==> src/rtl/cam_pixel_reader_pkg.sv <==
// Shared definitions for the camera pixel reader: FSM encoding, FIFO entry
// layout and RGB565 field widths.
package cam_pkg;

   localparam int FIFO_W  = 9;
   localparam int SOF_BIT = 8;
   localparam int BYTE_W  = 8;

   localparam int R_W  = 5;
   localparam int G_W  = 6;
   localparam int B_W  = 5;
   localparam int PX_W = R_W + G_W + B_W;

   localparam logic [1:0] ST_SEEK = 2'd0;
   localparam logic [1:0] ST_HI   = 2'd1;
   localparam logic [1:0] ST_LO   = 2'd2;

   typedef struct packed {
      logic [R_W-1:0] r;
      logic [G_W-1:0] g;
      logic [B_W-1:0] b;
   } rgb565_t;

   // The camera sends the high byte first; the pixel is the plain concatenation.
   function automatic logic [PX_W-1:0] join_bytes(input logic [BYTE_W-1:0] hi,
                                                  input logic [BYTE_W-1:0] lo);
      return {hi, lo};
   endfunction

endpackage

==> src/rtl/cam_pixel_reader_if.sv <==
// Capture-FIFO and frame-buffer signal bundle for cam_pixel_reader.
// err_count exists only when CAM_ERRCNT_EN is defined.
interface cam_pixel_reader_if #(
   parameter int ADDR_W = 15
);
   import cam_pkg::*;

   logic              fifo_empty;
   logic              fifo_rd;
   logic [FIFO_W-1:0] fifo_dout;
   logic              px_valid;
   logic [PX_W-1:0]   px_data;
   logic [ADDR_W-1:0] px_addr;
   logic              frame_done;
   logic              sync_err;
`ifdef CAM_ERRCNT_EN
   logic [7:0]        err_count;
`endif

`ifdef CAM_ERRCNT_EN
   modport master (
      input  fifo_empty, fifo_dout,
      output fifo_rd, px_valid, px_data, px_addr, frame_done, sync_err, err_count
   );
   modport slave (
      output fifo_empty, fifo_dout,
      input  fifo_rd, px_valid, px_data, px_addr, frame_done, sync_err, err_count
   );
`else
   modport master (
      input  fifo_empty, fifo_dout,
      output fifo_rd, px_valid, px_data, px_addr, frame_done, sync_err
   );
   modport slave (
      output fifo_empty, fifo_dout,
      input  fifo_rd, px_valid, px_data, px_addr, frame_done, sync_err
   );
`endif

endinterface

==> src/rtl/cam_pixel_reader_addr_gen.sv <==
// Frame-buffer address counter: clears on frame start, advances per pixel and
// wraps to zero after the last pixel of the frame.
module pix_addr_gen #(
   parameter int H_PIXELS = 160,
   parameter int V_LINES  = 120,
   parameter int ADDR_W   = 15
) (
   input  logic              clock,
   input  logic              reset,
   input  logic              clr,
   input  logic              adv,
   output logic [ADDR_W-1:0] addr,
   output logic              last
);

   localparam int               N_PIX     = H_PIXELS * V_LINES;
   localparam logic [ADDR_W-1:0] LAST_ADDR = ADDR_W'(N_PIX - 1);

   logic [ADDR_W-1:0] addr_q, addr_d;

   assign last = (addr_q == LAST_ADDR);
   assign addr = addr_q;

   always_comb begin
      addr_d = addr_q;
      if (clr) begin
         addr_d = '0;
      end else if (adv) begin
         addr_d = last ? '0 : addr_q + ADDR_W'(1);
      end
   end

   always_ff @(posedge clock) begin
      if (reset) begin
         addr_q <= '0;
      end else begin
         addr_q <= addr_d;
      end
   end

endmodule

==> src/rtl/cam_pixel_reader.sv <==
// Rebuilds RGB565 pixels from the capture FIFO byte stream, aligned on the SOF
// marker, and generates frame-buffer addresses. CAM_ERRCNT_EN adds err_count.
//
//   state | meaning
//   SEEK  | waiting for an SOF-marked byte; unmarked bytes dropped
//   HI    | next consumed byte is the pixel high byte
//   LO    | next consumed byte completes the pixel
module cam_pixel_reader
   import cam_pkg::*;
#(
   parameter int H_PIXELS = 160,
   parameter int V_LINES  = 120,
   parameter int ADDR_W   = 15
) (
   input  logic                clock,
   input  logic                reset,
   cam_pixel_reader_if.master  cam
);

   logic [1:0]        state_q, state_d;
   logic              rd_q;
   logic [BYTE_W-1:0] hi_q, hi_d;
   logic              px_valid_q, px_valid_d;
   logic [PX_W-1:0]   px_data_q, px_data_d;
   logic [ADDR_W-1:0] px_addr_q, px_addr_d;
   logic              frame_done_q, frame_done_d;
   logic              sync_err_q, sync_err_d;

   logic              addr_clr, addr_adv, addr_last;
   logic [ADDR_W-1:0] addr_cur;
   logic              sof_in;
   logic [BYTE_W-1:0] rx_byte;

   assign cam.fifo_rd = !cam.fifo_empty && !reset;
   assign sof_in      = cam.fifo_dout[SOF_BIT];
   assign rx_byte     = cam.fifo_dout[BYTE_W-1:0];

   pix_addr_gen #(
      .H_PIXELS (H_PIXELS),
      .V_LINES  (V_LINES),
      .ADDR_W   (ADDR_W)
   ) u_addr_gen (
      .clock (clock),
      .reset (reset),
      .clr   (addr_clr),
      .adv   (addr_adv),
      .addr  (addr_cur),
      .last  (addr_last)
   );

   always_comb begin
      state_d      = state_q;
      hi_d         = hi_q;
      px_valid_d   = 1'b0;
      px_data_d    = px_data_q;
      px_addr_d    = px_addr_q;
      frame_done_d = 1'b0;
      sync_err_d   = 1'b0;
      addr_clr     = 1'b0;
      addr_adv     = 1'b0;

      if (rd_q) begin
         if (sof_in) begin
            // A marker always restarts the frame; outside SEEK it is premature.
            sync_err_d = (state_q != ST_SEEK);
            hi_d       = rx_byte;
            addr_clr   = 1'b1;
            state_d    = ST_LO;
         end else begin
            case (state_q)
               ST_HI: begin
                  hi_d    = rx_byte;
                  state_d = ST_LO;
               end
               ST_LO: begin
                  px_valid_d = 1'b1;
                  px_data_d  = join_bytes(hi_q, rx_byte);
                  px_addr_d  = addr_cur;
                  addr_adv   = 1'b1;
                  if (addr_last) begin
                     frame_done_d = 1'b1;
                     state_d      = ST_SEEK;
                  end else begin
                     state_d = ST_HI;
                  end
               end
               default: begin
                  state_d = ST_SEEK;
               end
            endcase
         end
      end
   end

   always_ff @(posedge clock) begin
      if (reset) begin
         state_q      <= ST_SEEK;
         rd_q         <= 1'b0;
         hi_q         <= '0;
         px_valid_q   <= 1'b0;
         px_data_q    <= '0;
         px_addr_q    <= '0;
         frame_done_q <= 1'b0;
         sync_err_q   <= 1'b0;
      end else begin
         state_q      <= state_d;
         rd_q         <= cam.fifo_rd;
         hi_q         <= hi_d;
         px_valid_q   <= px_valid_d;
         px_data_q    <= px_data_d;
         px_addr_q    <= px_addr_d;
         frame_done_q <= frame_done_d;
         sync_err_q   <= sync_err_d;
      end
   end

   assign cam.px_valid   = px_valid_q;
   assign cam.px_data    = px_data_q;
   assign cam.px_addr    = px_addr_q;
   assign cam.frame_done = frame_done_q;
   assign cam.sync_err   = sync_err_q;

`ifdef CAM_ERRCNT_EN
   logic [7:0] err_cnt_q, err_cnt_d;

   always_comb begin
      err_cnt_d = err_cnt_q;
      if (sync_err_d && (err_cnt_q != 8'hFF)) begin
         err_cnt_d = err_cnt_q + 8'd1;
      end
   end

   always_ff @(posedge clock) begin
      if (reset) begin
         err_cnt_q <= '0;
      end else begin
         err_cnt_q <= err_cnt_d;
      end
   end

   assign cam.err_count = err_cnt_q;
`endif

endmodule

==> src/flat_wrapper.sv <==
// flat-port wrapper written by rule: the top's interface ports become plain ports
module cam_pixel_reader_flat import cam_pkg::*;
#(
   parameter int H_PIXELS = 160,
   parameter int V_LINES  = 120,
   parameter int ADDR_W   = 15
)
  (clock, reset, cam_fifo_empty, cam_fifo_dout, cam_fifo_rd, cam_px_valid, cam_px_data, cam_px_addr, cam_frame_done, cam_sync_err);
  cam_pixel_reader_if #(.ADDR_W(ADDR_W)) cam_i ();
  input  logic clock;
  input  logic reset;
  input wire logic [$bits(cam_i.fifo_empty)-1:0] cam_fifo_empty;
  input wire logic [$bits(cam_i.fifo_dout)-1:0] cam_fifo_dout;
  output wire logic [$bits(cam_i.fifo_rd)-1:0] cam_fifo_rd;
  output wire logic [$bits(cam_i.px_valid)-1:0] cam_px_valid;
  output wire logic [$bits(cam_i.px_data)-1:0] cam_px_data;
  output wire logic [$bits(cam_i.px_addr)-1:0] cam_px_addr;
  output wire logic [$bits(cam_i.frame_done)-1:0] cam_frame_done;
  output wire logic [$bits(cam_i.sync_err)-1:0] cam_sync_err;
  assign cam_i.fifo_empty = cam_fifo_empty;
  assign cam_i.fifo_dout = cam_fifo_dout;
  assign cam_fifo_rd = cam_i.fifo_rd;
  assign cam_px_valid = cam_i.px_valid;
  assign cam_px_data = cam_i.px_data;
  assign cam_px_addr = cam_i.px_addr;
  assign cam_frame_done = cam_i.frame_done;
  assign cam_sync_err = cam_i.sync_err;
  cam_pixel_reader #(.H_PIXELS(H_PIXELS), .V_LINES(V_LINES), .ADDR_W(ADDR_W)) u_core (.clock(clock), .reset(reset), .cam(cam_i));
endmodule
==> config.mk <==
export PLATFORM = sky130hd
export DESIGN_NAME = cam_pixel_reader_flat
export DESIGN_NICKNAME = d
export VERILOG_FILES = /design/src/rtl/cam_pixel_reader_pkg.sv /design/src/rtl/cam_pixel_reader_if.sv /design/src/rtl/cam_pixel_reader_addr_gen.sv /design/src/rtl/cam_pixel_reader.sv /design/src/flat_wrapper.sv
export SDC_FILE = /design/constraint.sdc
export NUM_CORES = 1
export LEC_CHECK = 0
export CORE_ASPECT_RATIO = 1.4
export CORE_MARGIN = 4
export CORE_UTILIZATION = 45
export DETAILED_ROUTE_END_ITERATION = 10
export GPL_ROUTABILITY_DRIVEN = 0
export GPL_TIMING_DRIVEN = 0
export PLACE_DENSITY_LB_ADDON = 0.15
export RECOVER_POWER = 50
export SYNTH_ARGS = -nofsm -noshare
export SYNTH_HDL_FRONTEND = slang
export SYNTH_SLANG_ARGS = --single-unit
==> constraint.sdc <==
create_clock -name clock -period 2.1 [get_ports clock]
set_clock_uncertainty 0.1 [all_clocks]
set_input_delay 0.315 -clock clock [delete_from_list [all_inputs] [get_ports clock]]
set_output_delay 0.315 -clock clock [all_outputs]
set_load 0.01 [all_outputs]
=== After elaboration in Yosys (flattened, before gate mapping) ===
Index checks and enable logic that the tools add are counted.

* Reductions and logical operators: 10
* Eq/ne operators: 3
* Add/sub/neg operators: 1
* Bitwise gates (word level): 3
* Multiplexer cells: 12

{| class="wikitable"
|+ Operators by type and width
! cell !! number
|-
| 8-bit 2-to-1 mux || 2
|-
| 15-bit by 1-bit adder with 15-bit output, second input constant || 1
|-
| 15-bit equality test, second input constant || 1
|-
| 15-bit 2-to-1 mux || 1
|-
| 1-bit 2-to-1 mux || 7
|-
| 2-bit one-hot mux with 2 select lines || 1
|-
| 2-bit nonzero test || 2
|-
| 4-bit OR reduction || 1
|-
| 1-bit inverter || 3
|-
| 3-bit AND reduction || 1
|-
| 3-bit OR reduction || 1
|-
| 2-bit by 1-bit equality test with 1-bit output, second input constant || 1
|-
| 2-bit equality test, second input constant || 1
|-
| 1-bit zero test || 2
|-
| 2-bit 2-to-1 mux || 1
|-
| 2-bit AND reduction || 1
|-
| 2-bit OR reduction || 1
|-
| 1-bit logical AND || 1
|}

* Input port bits: 12
* Register bits after elaboration: 60
* Word-level logic and storage cells: 38

=== Logic depth before layout (Yosys ltp) ===
Gate-level depths: netlist of the first run.

* Depth in word-level cells: 4
* Gate-level depth with buffers: 6
* Mapped depth without buffers: 5

=== By module ===
Synthesis of the first run repeated with hierarchy kept, for this count alone.

* Cell total of the unflattened synthesis: 274
* Area total of the unflattened synthesis: 2508.7 um2

{| class="wikitable"
|+ By module, submodules not included
! module !! area each (um2) !! times used !! sequential area each (um2) !! cells an instance
|-
| cam_pixel_reader || 1775.5 || 1 || 900.9 || 192
|-
| pix_addr_gen || 733.2 || 1 || 300.3 || 82
|}

=== Worst setup path before layout of the first run ===
OpenSTA, ideal clock, no wires.

* Path kind: register to register
* From: reg u_core.u_addr_gen.addr_q[0] (netlist: u_core.u_addr_gen.addr[0])
* To: reg u_core.u_addr_gen.addr_q[10] (netlist: u_core.u_addr_gen.addr[10])
* Data arrival time: 1.311 ns
* Buffers on the path: 1
* Cell stages (with the launch flop): 7
* Setup slack: 0.571 ns
* Cell sequence: dfxtp_1 ha_1 and2_1 nand4_1 o21ai_1 buf_2 nor2_1

* Cells in the longest elaborated chain, start to end: 2
* Elaborated cells on any way between the ends: 3
* Those cells by class: add/sub: 1; eq/ne: 1; mux: 1

{| class="wikitable"
|+ Ends and longest elaborated chain
! what !! line !! text
|-
| start: declaration || cam_pixel_reader_addr_gen.sv:19 || <nowiki>logic [ADDR_W-1:0] addr_q, addr_d;</nowiki>
|-
| start signal: assignment || cam_pixel_reader_addr_gen.sv:37 || <nowiki>addr_q <= addr_d;</nowiki>
|-
| 15-bit by 1-bit adder with 15-bit output / 15-bit equality test (equally long branches) || cam_pixel_reader_addr_gen.sv:29, cam_pixel_reader_addr_gen.sv:21 ||
|-
| 15-bit 2-to-1 mux * || cam_pixel_reader_addr_gen.sv:29 || <nowiki>addr_d = last ? '0 : addr_q + ADDR_W'(1);</nowiki>
|}

Mark *: on every way between the ends. The rest lies on a longest branch, timed or not.
A chain may end at the register's enable or synchronous reset.

=== Worst setup path after layout of the first run ===
* From: in reset
* To: out cam_fifo_rd

* Cells in the longest elaborated chain, start to end: 2

{| class="wikitable"
|+ Ends and longest elaborated chain
! what !! line !! text
|-
| start: declaration || flat_wrapper.sv:11 || <nowiki>input logic reset;</nowiki>
|-
| 1-bit zero test || cam_pixel_reader.sv:34 || <nowiki>assign cam.fifo_rd = !cam.fifo_empty && !reset;</nowiki>
|-
| 1-bit logical AND || cam_pixel_reader.sv:34 ||
|-
| end: declaration || flat_wrapper.sv:14 || <nowiki>output wire logic [$bits(cam_i.fifo_rd)-1:0] cam_fifo_rd;</nowiki>
|}

No other way between the ends.

==> reports/qor.tcl, run 1 <==
set qor(initial_utilization_pct) 46.7
set qor(unrepaired_setup_endpoints_after_global_routing) {false}
set qor(synth_top_area_cell) {dfxtp_1}
set qor(area_delta_synth_final_pct) 31.6
set qor(synth.yosys.seq_area_share_pct) 52.7
set qor(count_of_endpoints_failing_hold_in_the_final_timing_report) 0
set qor(multiInputGateArea_um2) 985
set qor(timing.hold.ws_ns) 0.280
set qor(detail_route.vias_per_cell) 5.06
set qor(ir_drop_worst_case_vdd_uv) 570
set qor(n_diodes) 0
set qor(timing.max_cap.violations) 0
set qor(layout_min_cycle_time_ns) 1.95
set qor(seqCellArea_um2) 1200
set qor(crit_path_max_fanout) 10
set qor(clk_latency_ns) 0.34
set qor(synth.ff_latch_count) 60
set qor(detail-route-antenna-nets) 0
set qor(cellLeakagePower_nw) 1.17
set qor(initialDrtViolationCount) 138
set qor(crit_arrival_ns) 1.54
set qor(p_seq_share_pct) 51.5
set qor(p_total_mw) 2.24
set qor(critical_path.cell_chain) {clkbuf_1 > clkbuf_2 > nor2_1 > clkdlybuf4s50_1}
set qor(mostFrequentLayoutCells) {nand2_1 (69), dfxtp_1 (60), a21oi_1 (35), dlygate4sd3_1 (31), nor2_1 (23)}
set qor(syn-cell-area_um2) 2280
set qor(synth_cell_type_count) 33
set qor(synth.area.top_cells) {dfxtp_1 (53%), nand2_1 (11%), a21oi_1 (7.7%), nor2_1 (3.8%), mux2i_1 (3.5%)}
set qor(cp_slowest_cell) {clkdlybuf4s50_1}
set qor(crit_path_start_kind) {primary input}
set qor(remaining_drc_errors) 0
set qor(grt_max_degree) 11
set qor(most_common_library_cell_in_the_layout_ignoring_fill_and_taps) {nand2_1}
set qor(headroom_to_the_max_slew_limit_pct) 57.4
set qor(wire_length_of_the_first_global_routing_pass_um) 8800
set qor(synth-warning-count) 0
set qor(cts_hold_repair.buffers) 0
set qor(slowest_delay_ns) 0.48
set qor(die_width_um) 68.1
set qor(power.clock.fraction_pct) 45.0
set qor(routed_wire_length_per_instance_um) 13.1
set qor(power.internal_mw) 1.75
set qor(timing_worst_slew_pin_value_ns) 0.639
set qor(clock_sinks) 60
set qor(hp-class) {primary input to register}
set qor(status) {finished, final reports clean}
set qor(worst_ep_required_time_ns) 1.68
set qor(critPathTopFamily) {buffers and inverters}
set qor(yosys.area.top_type_share_pct) 52.7
set qor(nets) 336
set qor(timing_max_transition_violations_final) 0
set qor(clk_transition_reported_paths_ns) 0.07
set qor(antenna_found_initial) 0
set qor(ctsLongestPathBuffers) 2
set qor(setup_violations) 0
set qor(die_area_um2) 6280
set qor(postSynthAreaPerCell_um2) 8.53
set qor(switching_share_pct) 21.7
set qor(routed_wirelength_um) 5120
set qor(setup_tns_ns) 0
set qor(grt_remaining_overflow) 0
set qor(worst-setup-path-type) {primary input to primary output}
set qor(dpl.hpwl_um) 3630
set qor(layout.core_utilization_pct) 61.4
set qor(global_router_s_overall_resource_usage_pct) 19.0
set qor(master_cell_of_the_clock_root_buffer) {clkbuf_8}
set qor(fillers) 476
set qor(htreeDepth) 3
set qor(synth.net_count) 280
set qor(cts_tree) {yes}
set qor(die_y_um) 92.2
set qor(final_layout_size_suffix_gt1_share_pct) 8.56
set qor(placement.io_buffers) 45
set qor(final_min_period_over_clock_period_pct) 92.9
set qor(routed-via-count) 1977
set qor(cts_made_buffers) 9
set qor(postSynthCellCount) 267
set qor(drtPass1Iterations) 4
set qor(fmaxAchievable_mhz) 513
set qor(row_count) 30
set qor(power.combinational.fraction_pct) 3.4
set qor(number_of_global_route_vias_before_repair) 1888
set qor(power_per_cell_area_nw_per_um2) 747
set qor(end_kind) {primary output}
set qor(core_area_um2) 4880
set qor(cp_num_buf_inv) 3
set qor(ioPinCount) 47
set qor(netSwitchingPower_mw) 0.485
==> final timing paths <==
path	start	to	slack [ns]	cells after the start
setup / recovery	reset	cam_fifo_rd	0.15	4
hold / removal	reset	u_core.cam.px_addr[5]$_SDFFE_PP0P_	0.28	2
setup reg to reg	u_core.u_addr_gen.addr[0]$_SDFFE_PP0P_	u_core.u_addr_gen.addr[3]$_SDFFE_PP0P_	0.24	6
hold reg to reg	u_core.cam.px_addr[7]$_SDFFE_PP0P_	u_core.cam.px_addr[7]$_SDFFE_PP0P_	0.35	2
==> sequential cells by signal, indices dropped and copies added (netlist names) <==
register,count
u_core.rd_q,1
u_core.cam.frame_done,1
u_core.state_q,2
u_core.cam.px_valid,1
u_core.u_addr_gen.addr,15
u_core.hi_q,8
u_core.cam.px_data,16
u_core.cam.px_addr,15
u_core.cam.sync_err,1
==> cells in the mapped netlist (all sizes together) <==
| master | instances |
|---|---|
| nand2 | 69 |
| and4 | 3 |
| mux2i | 8 |
| and4bb | 1 |
| buf | 12 |
| nor3b | 1 |
| or3 | 1 |
| nor2b | 1 |
| o31ai | 2 |
| nand3 | 6 |
| inv | 2 |
| nand2b | 1 |
| xnor2 | 7 |
| ha | 1 |
| and2 | 2 |
| nand4bb | 1 |
| nand4 | 7 |
| nor4 | 3 |
| clkbuf | 5 |
| o21ai | 4 |
| and3 | 1 |
| o211ai | 1 |
| nor2 | 23 |
| or4 | 1 |
| dfxtp | 60 |
| o32ai | 1 |
| nor3 | 4 |
| a21oi | 35 |
| xor2 | 4 |
==> kinds of logic after synthesis <==
logic type / count (synthesis) / share of synthesized area (%)
adders and majority gates: 1 / 0.549
xor gates and xnor gates: 11 / 4.23
buffers and inverters: 19 / 4.01
and+or+nand+nor: 125 / 25.0
DFF: 60 / 52.7
AOI/OAI and AO/OA: 43 / 9.94
muxes: 8 / 3.52
==> per-layer routing <==
layer | GRT usage [%] | up-vias | routed length [um]
li1 | - | 1008 | -
met1 | 21.9 | 907 | 2150
met2 | 29.0 | 48 | 2500
met3 | 6.62 | 14 | 279
met4 | 12.1 | 0 | 192
met5 | 0 | - | 0
==> final cells by class <==
class / instances / area share [%]
timing repair buffer: 45 / 15.0
buffer: 17 / 2.75
tap: 64 / 2.67
sequential: 60 / 40.1
inverter: 2 / 0.250
clock inverter: 4 / 1.67
multi-input combinational: 188 / 32.8
clock buffer: 11 / 4.72
==> per-stage QoR <==
| step | cells | worst slack, ns | cell area [um2] |
|---|---|---|---|
| floorplan | 267 | 0.571 | 2280 |
| detailed placement | 376 | 0.00147 | 2810 |
| finish | 391 | 0.150 | 3000 |
| CTS | 391 | 0.127 | 3000 |
| global placement | 376 | -0.0202 | 2810 |
| global route | 391 | 0.0632 | 3000 |
==> power by group through the flow <==
stage | registers [mW] | logic, mW | clock network (mW)
CTS | 1.15 | 0.0797 | 1.03
global placement | 1.18 | 0.0788 | 0
global route | 1.15 | 0.0850 | 1.09
detailed placement | 1.18 | 0.0788 | 0
floorplan | 1.18 | 0.0386 | 0
finish | 1.15 | 0.0772 | 1.01
==> repair_timing <==
action | 4_1_cts | 5_1_grt
setup buffers | 0 | 0
resized for setup | 1 | 0
hold endpoints to repair | 0 | 0
endpoints found under the setup margin | 1 | 0
No activity file was read; power rests on OpenSTA's default activity.
==> run 2, diff against run 1 <==
Clock period 2.1 ns to 2.5 ns, I/O delays scaled along.
==> reports/qor.tcl, run 2 (synthesis results as in run 1) <==
set qor(routed-via-count) 1969
set qor(crit_arrival_ns) 1.73
set qor(layout_min_cycle_time_ns) 2.21
set qor(routed_wirelength_um) 5140
set qor(status) {finished, final reports clean}
set qor(cts_made_buffers) 9
set qor(global_router_s_overall_resource_usage_pct) 19.0
set qor(final_design_area_no_fill_um2) 2990
set qor(worstReg2RegEnd) {u_core.u_addr_gen.addr[3]$_SDFFE_PP0P_}
set qor(n_diodes) 0
set qor(initialDrtViolationCount) 135
set qor(core_area_um2) 4880
set qor(nets) 336
set qor(clk_transition_reported_paths_ns) 0.07
set qor(rrSetupSlack_ns) 0.65
set qor(number_of_flip_flops_under_the_largest_register_name) 16
set qor(power_per_cell_area_nw_per_um2) 629
set qor(p_total_mw) 1.88
set qor(setup_ws_ns) 0.291
set qor(cpMostUsedCell) {clkbuf_1}
set qor(cts_hold_repair.buffers) 0
set qor(clock_sinks) 60
set qor(end_kind) {primary output}
set qor(unrepaired_setup_endpoints_after_global_routing) {false}
set qor(crit_path_max_fanout) 10
set qor(htreeDepth) 3
set qor(cts_repair_resize_count) 0
set qor(ioPinCount) 47
set qor(cp_slowest_cell) {clkdlybuf4s50_1}
set qor(routed_wire_length_per_instance_um) 13.2
set qor(drtPass1Iterations) 4
set qor(hp-class) {primary input to register}
set qor(timing.max_cap.violations) 0
set qor(detail-route-antenna-nets) 0
set qor(cellLeakagePower_nw) 1.15
set qor(place_area_um2) 2810
set qor(min_to) {u_core.cam.px_addr[5]$_SDFFE_PP0P_}
set qor(final_layout_size_suffix_gt1_share_pct) 7.65
set qor(number_of_post_cts_setup_repair_buffers) 0
set qor(layout.core_utilization_pct) 61.3
set qor(remaining_drc_errors) 0
set qor(hold_path_depth) 2
set qor(row_count) 30
set qor(die_y_um) 92.2
set qor(fillers) 477
set qor(setup_violations) 0
set qor(count_of_endpoints_failing_hold_in_the_final_timing_report) 0
set qor(crit_path_start_kind) {primary input}
set qor(ir_drop_worst_case_vdd_uv) 481
set qor(setup_tns_ns) 0
set qor(final_min_period_over_clock_period_pct) 88.4
set qor(initial_utilization_pct) 46.7
set qor(min-delay-start) {reset}
set qor(ctsLongestPathBuffers) 2
set qor(wire_length_of_the_first_global_routing_pass_um) 8800
set qor(clk_latency_ns) 0.34
set qor(fmaxAchievable_mhz) 453
set qor(critical_path.cell_chain) {clkbuf_1 > clkbuf_1 > nor2_1 > clkdlybuf4s50_1}
set qor(instances_no_fill) 391
set qor(die_area_um2) 6280
set qor(mostFrequentLayoutCells) {nand2_1 (69), dfxtp_1 (60), a21oi_1 (35), dlygate4sd3_1 (30), nor2_1 (23)}
set qor(grt_max_degree) 11
set qor(dpl.hpwl_um) 3630
set qor(placement.io_buffers) 45
set qor(grt_remaining_overflow) 0
set qor(cts_tree) {yes}
set qor(timing.hold.ws_ns) 0.339
set qor(number_of_global_route_vias_before_repair) 1888
set qor(timing_worst_slew_pin_value_ns) 0.640
set qor(headroom_to_the_max_slew_limit_pct) 57.3
set qor(place.detailed.instances) 376
set qor(detail_route.vias_per_cell) 5.04
set qor(worst_r2r_startpoint) {u_core.u_addr_gen.addr[0]$_SDFFE_PP0P_}
set qor(timing_max_transition_violations_final) 0
set qor(most_common_library_cell_in_the_layout_ignoring_fill_and_taps) {nand2_1}
set qor(place_ws_ns) 0.292
set qor(worst-setup-path-type) {primary input to primary output}
set qor(worst_ep_required_time_ns) 2.03
set qor(slowest_delay_ns) 0.49
set qor(area_delta_synth_final_pct) 31.4
set qor(antenna_found_initial) 0
set qor(die_width_um) 68.1
set qor(master_cell_of_the_clock_root_buffer) {clkbuf_8}
set qor(r2r_cells) 6
[run 2: cell types whose count changed in the layout (fill, tap and decap cells not counted)]
| cell | previous run | this run |
|---|---|---|
| clkbuf_1 | 7 | 10 |
| buf_2 | 8 | 7 |
| buf_4 | 2 | 1 |
| clkbuf_2 | 1 | 0 |
| clkdlybuf4s50_1 | 14 | 15 |
| dlygate4sd3_1 | 31 | 30 |
[run 2: area by class of cell]
| cell class | instances | area [um2] | share of cell area (%) |
|---|---|---|---|
| repair buffers | 45 | 450 | 15.1 |
| plain buffers | 17 | 76.3 | 2.55 |
| flip-flops and latches | 60 | 1200 | 40.2 |
| clock inverters | 4 | 50.0 | 1.67 |
| multi-input cells | 188 | 985 | 32.9 |
| clock buffers | 11 | 141 | 4.73 |
| inverters | 2 | 7.51 | 0.251 |
| well taps | 64 | 80.1 | 2.68 |
[run 2: critical path, delay by kind of cell]
family	cells	cell delay, ns
and+or+nand+nor	1	0.10
buffers and inverters	3	1.26
[run 2: how the worst max path moves through the flow]
stage / from / endpoint / cells after the start
final: reset / cam_fifo_rd / 4
after CTS: reset / cam_fifo_rd / 4
after global routing: reset / cam_fifo_rd / 4
after global placement: reset / cam_fifo_rd / 4
after detailed placement: reset / cam_fifo_rd / 4
after floorplan: u_core.u_addr_gen.addr[0]$_SDFFE_PP0P_ / u_core.u_addr_gen.addr[10]$_SDFFE_PP0P_ / 6
[run 2: routing by layer]
| layer | part of all wire [%] | up-vias | GRT usage (%) | wire (um) |
|---|---|---|---|---|
| met2 | 49 | 45 | 29.0 | 2500 |
| met5 | 0 | - | 0 | 0 |
| met3 | 5.3 | 14 | 6.62 | 270 |
| li1 | - | 1006 | - | - |
| met1 | 42 | 904 | 21.9 | 2180 |
| met4 | 3.8 | 0 | 12.1 | 193 |
[run 2: power breakdown]
part           leakage [nW]  switching [mW]  internal, mW
sequential            0.484         0.00540         0.964
combinational         0.578          0.0357        0.0288
clock                0.0914           0.367         0.480
==> run 3, diff against run 2 <==
Settings changed: GPL_TIMING_DRIVEN 0 to not set.
==> reports/qor.tcl, run 3 (synthesis results as in run 1) <==
set qor(unrepaired_setup_endpoints_after_global_routing) {false}
set qor(global_router_s_overall_resource_usage_pct) 17.6
set qor(cts_made_buffers) 9
set qor(fmaxAchievable_mhz) 474
set qor(worst-setup-path-type) {primary input to primary output}
set qor(antenna_found_initial) 0
set qor(setup_ws_ns) 0.392
set qor(count_of_endpoints_failing_hold_in_the_final_timing_report) 0
set qor(dpl.hpwl_um) 3570
set qor(timing_worst_slew_pin_value_ns) 0.718
set qor(die_width_um) 68.1
set qor(crit_path_start_kind) {primary input}
set qor(drtPass1Iterations) 4
set qor(detail-route-antenna-nets) 0
set qor(number_of_post_cts_setup_repair_buffers) 0
set qor(htreeDepth) 3
set qor(status) {finished, final reports clean}
set qor(number_of_flip_flops_under_the_largest_register_name) 16
set qor(hp-class) {register to register}
set qor(routed-via-count) 1979
set qor(remaining_drc_errors) 0
set qor(power_per_cell_area_nw_per_um2) 619
set qor(final_design_area_no_fill_um2) 3000
set qor(fillers) 452
set qor(cellLeakagePower_nw) 1.17
set qor(end_kind) {primary output}
set qor(cp_slowest_cell) {dlygate4sd3_1}
set qor(setup_violations) 0
set qor(grt_max_degree) 21
set qor(cts_hold_repair.buffers) 0
set qor(worst_ep_required_time_ns) 2.03
set qor(cts_repair_resize_count) 0
set qor(place_ws_ns) 0.200
set qor(n_diodes) 0
set qor(ir_drop_worst_case_vdd_uv) 400
set qor(headroom_to_the_max_slew_limit_pct) 52.2
set qor(placement.io_buffers) 46
set qor(timing_max_transition_violations_final) 0
set qor(row_count) 30
set qor(layout_min_cycle_time_ns) 2.11
set qor(initial_utilization_pct) 46.7
set qor(master_cell_of_the_clock_root_buffer) {clkbuf_8}
set qor(nets) 332
set qor(clk_transition_reported_paths_ns) 0.06
set qor(final_min_period_over_clock_period_pct) 84.3
set qor(area_delta_synth_final_pct) 31.8
set qor(clock_sinks) 60
set qor(mostFrequentLayoutCells) {nand2_1 (69), dfxtp_1 (60), a21oi_1 (35), dlygate4sd3_1 (32), nor2_1 (23)}
set qor(place_area_um2) 2820
set qor(die_y_um) 92.2
set qor(die_area_um2) 6280
set qor(timing.max_cap.violations) 0
set qor(final_layout_size_suffix_gt1_share_pct) 8.33
set qor(critical_path.cell_chain) {dlygate4sd3_1 > nor2_1 > clkdlybuf4s50_1}
set qor(wire_length_of_the_first_global_routing_pass_um) 8300
set qor(ctsLongestPathBuffers) 2
set qor(rrSetupSlack_ns) 0.72
set qor(cts_tree) {yes}
set qor(crit_arrival_ns) 1.63
set qor(clk_latency_ns) 0.33
set qor(crit_path_max_fanout) 4
set qor(ioPinCount) 47
set qor(slowest_delay_ns) 0.60
set qor(core_area_um2) 4880
set qor(routed_wire_length_per_instance_um) 13.1
set qor(routed_wirelength_um) 5060
set qor(number_of_global_route_vias_before_repair) 1820
set qor(initialDrtViolationCount) 130
set qor(critPathTopFamily) {buffers and inverters}
set qor(setup_tns_ns) 0
set qor(grt_remaining_overflow) 0
set qor(detail_route.vias_per_cell) 5.10
set qor(cp_num_buf_inv) 2
set qor(most_common_library_cell_in_the_layout_ignoring_fill_and_taps) {nand2_1}
[run 3: area by class of cell]
| class | instances | area [um2] | area share, % |
|---|---|---|---|
| Clock inverter | 5 | 52.6 | 1.75 |
| Tap cell | 64 | 80.1 | 2.67 |
| Clock buffer | 11 | 131 | 4.38 |
| Sequential cell | 60 | 1200 | 40.0 |
| Multi-Input combinational cell | 188 | 985 | 32.8 |
| Inverter | 2 | 7.51 | 0.250 |
| Timing Repair Buffer | 58 | 543 | 18.1 |
[run 3: routing by layer]
| metal | part of all wire, % | vias up | track usage [%] | wire length, um |
|---|---|---|---|---|
| met1 | 42 | 925 | 19.8 | 2150 |
| met4 | 1.4 | 0 | 8.62 | 73 |
| met2 | 51 | 47 | 28.6 | 2580 |
| met3 | 5.1 | 6 | 6.13 | 260 |
| li1 | - | 1001 | - | - |
| met5 | 0 | - | 0 | 0 |
[run 3: power by group]
part / internal (mW) / switching [mW] / leakage [nW] / total (mW)
sequential: 0.964 / 0.00534 / 0.484 / 0.969
clock: 0.455 / 0.367 / 0.0931 / 0.822
combinational: 0.0324 / 0.0350 / 0.593 / 0.0674
total: 1.45 / 0.407 / 1.17 / 1.86
[run 3: worst reg2reg max path, cell delays in order (launching register included)]
cell and delay [ns]:
dfxtp_1 0.42, nand4bb_1 0.39, buf_4 0.31, nor3_1 0.25
xnor2_1 0.15, nor2_1 0.06
[run 3: stage by stage]
| step | std cells | hold slack, ns | utilization, % | power, mW |
|---|---|---|---|---|
| after CTS | 388 | 0.355 | 61.6 | 1.88 |
| final | 388 | 0.349 | 61.5 | 1.86 |
| after global placement | 372 | 0.341 | 57.9 | 1.06 |
| after detailed placement | 372 | 0.347 | 57.9 | 1.06 |
| after floorplan | 267 | 0.332 | - | 1.02 |
| after global routing | 388 | 0.372 | 61.5 | 1.92 |
[run 3: path summary, 6_finish.rpt]
path / from / end / cells past startpoint
max reg2reg: u_core.rd_q$_SDFF_PP0_ / u_core.u_addr_gen.addr[7]$_SDFFE_PP0P_ / 5
min: u_core.cam.px_addr[7]$_SDFFE_PP0P_ / u_core.cam.px_addr[7]$_SDFFE_PP0P_ / 2
min reg2reg: u_core.cam.px_addr[7]$_SDFFE_PP0P_ / u_core.cam.px_addr[7]$_SDFFE_PP0P_ / 2
max: reset / cam_fifo_rd / 3
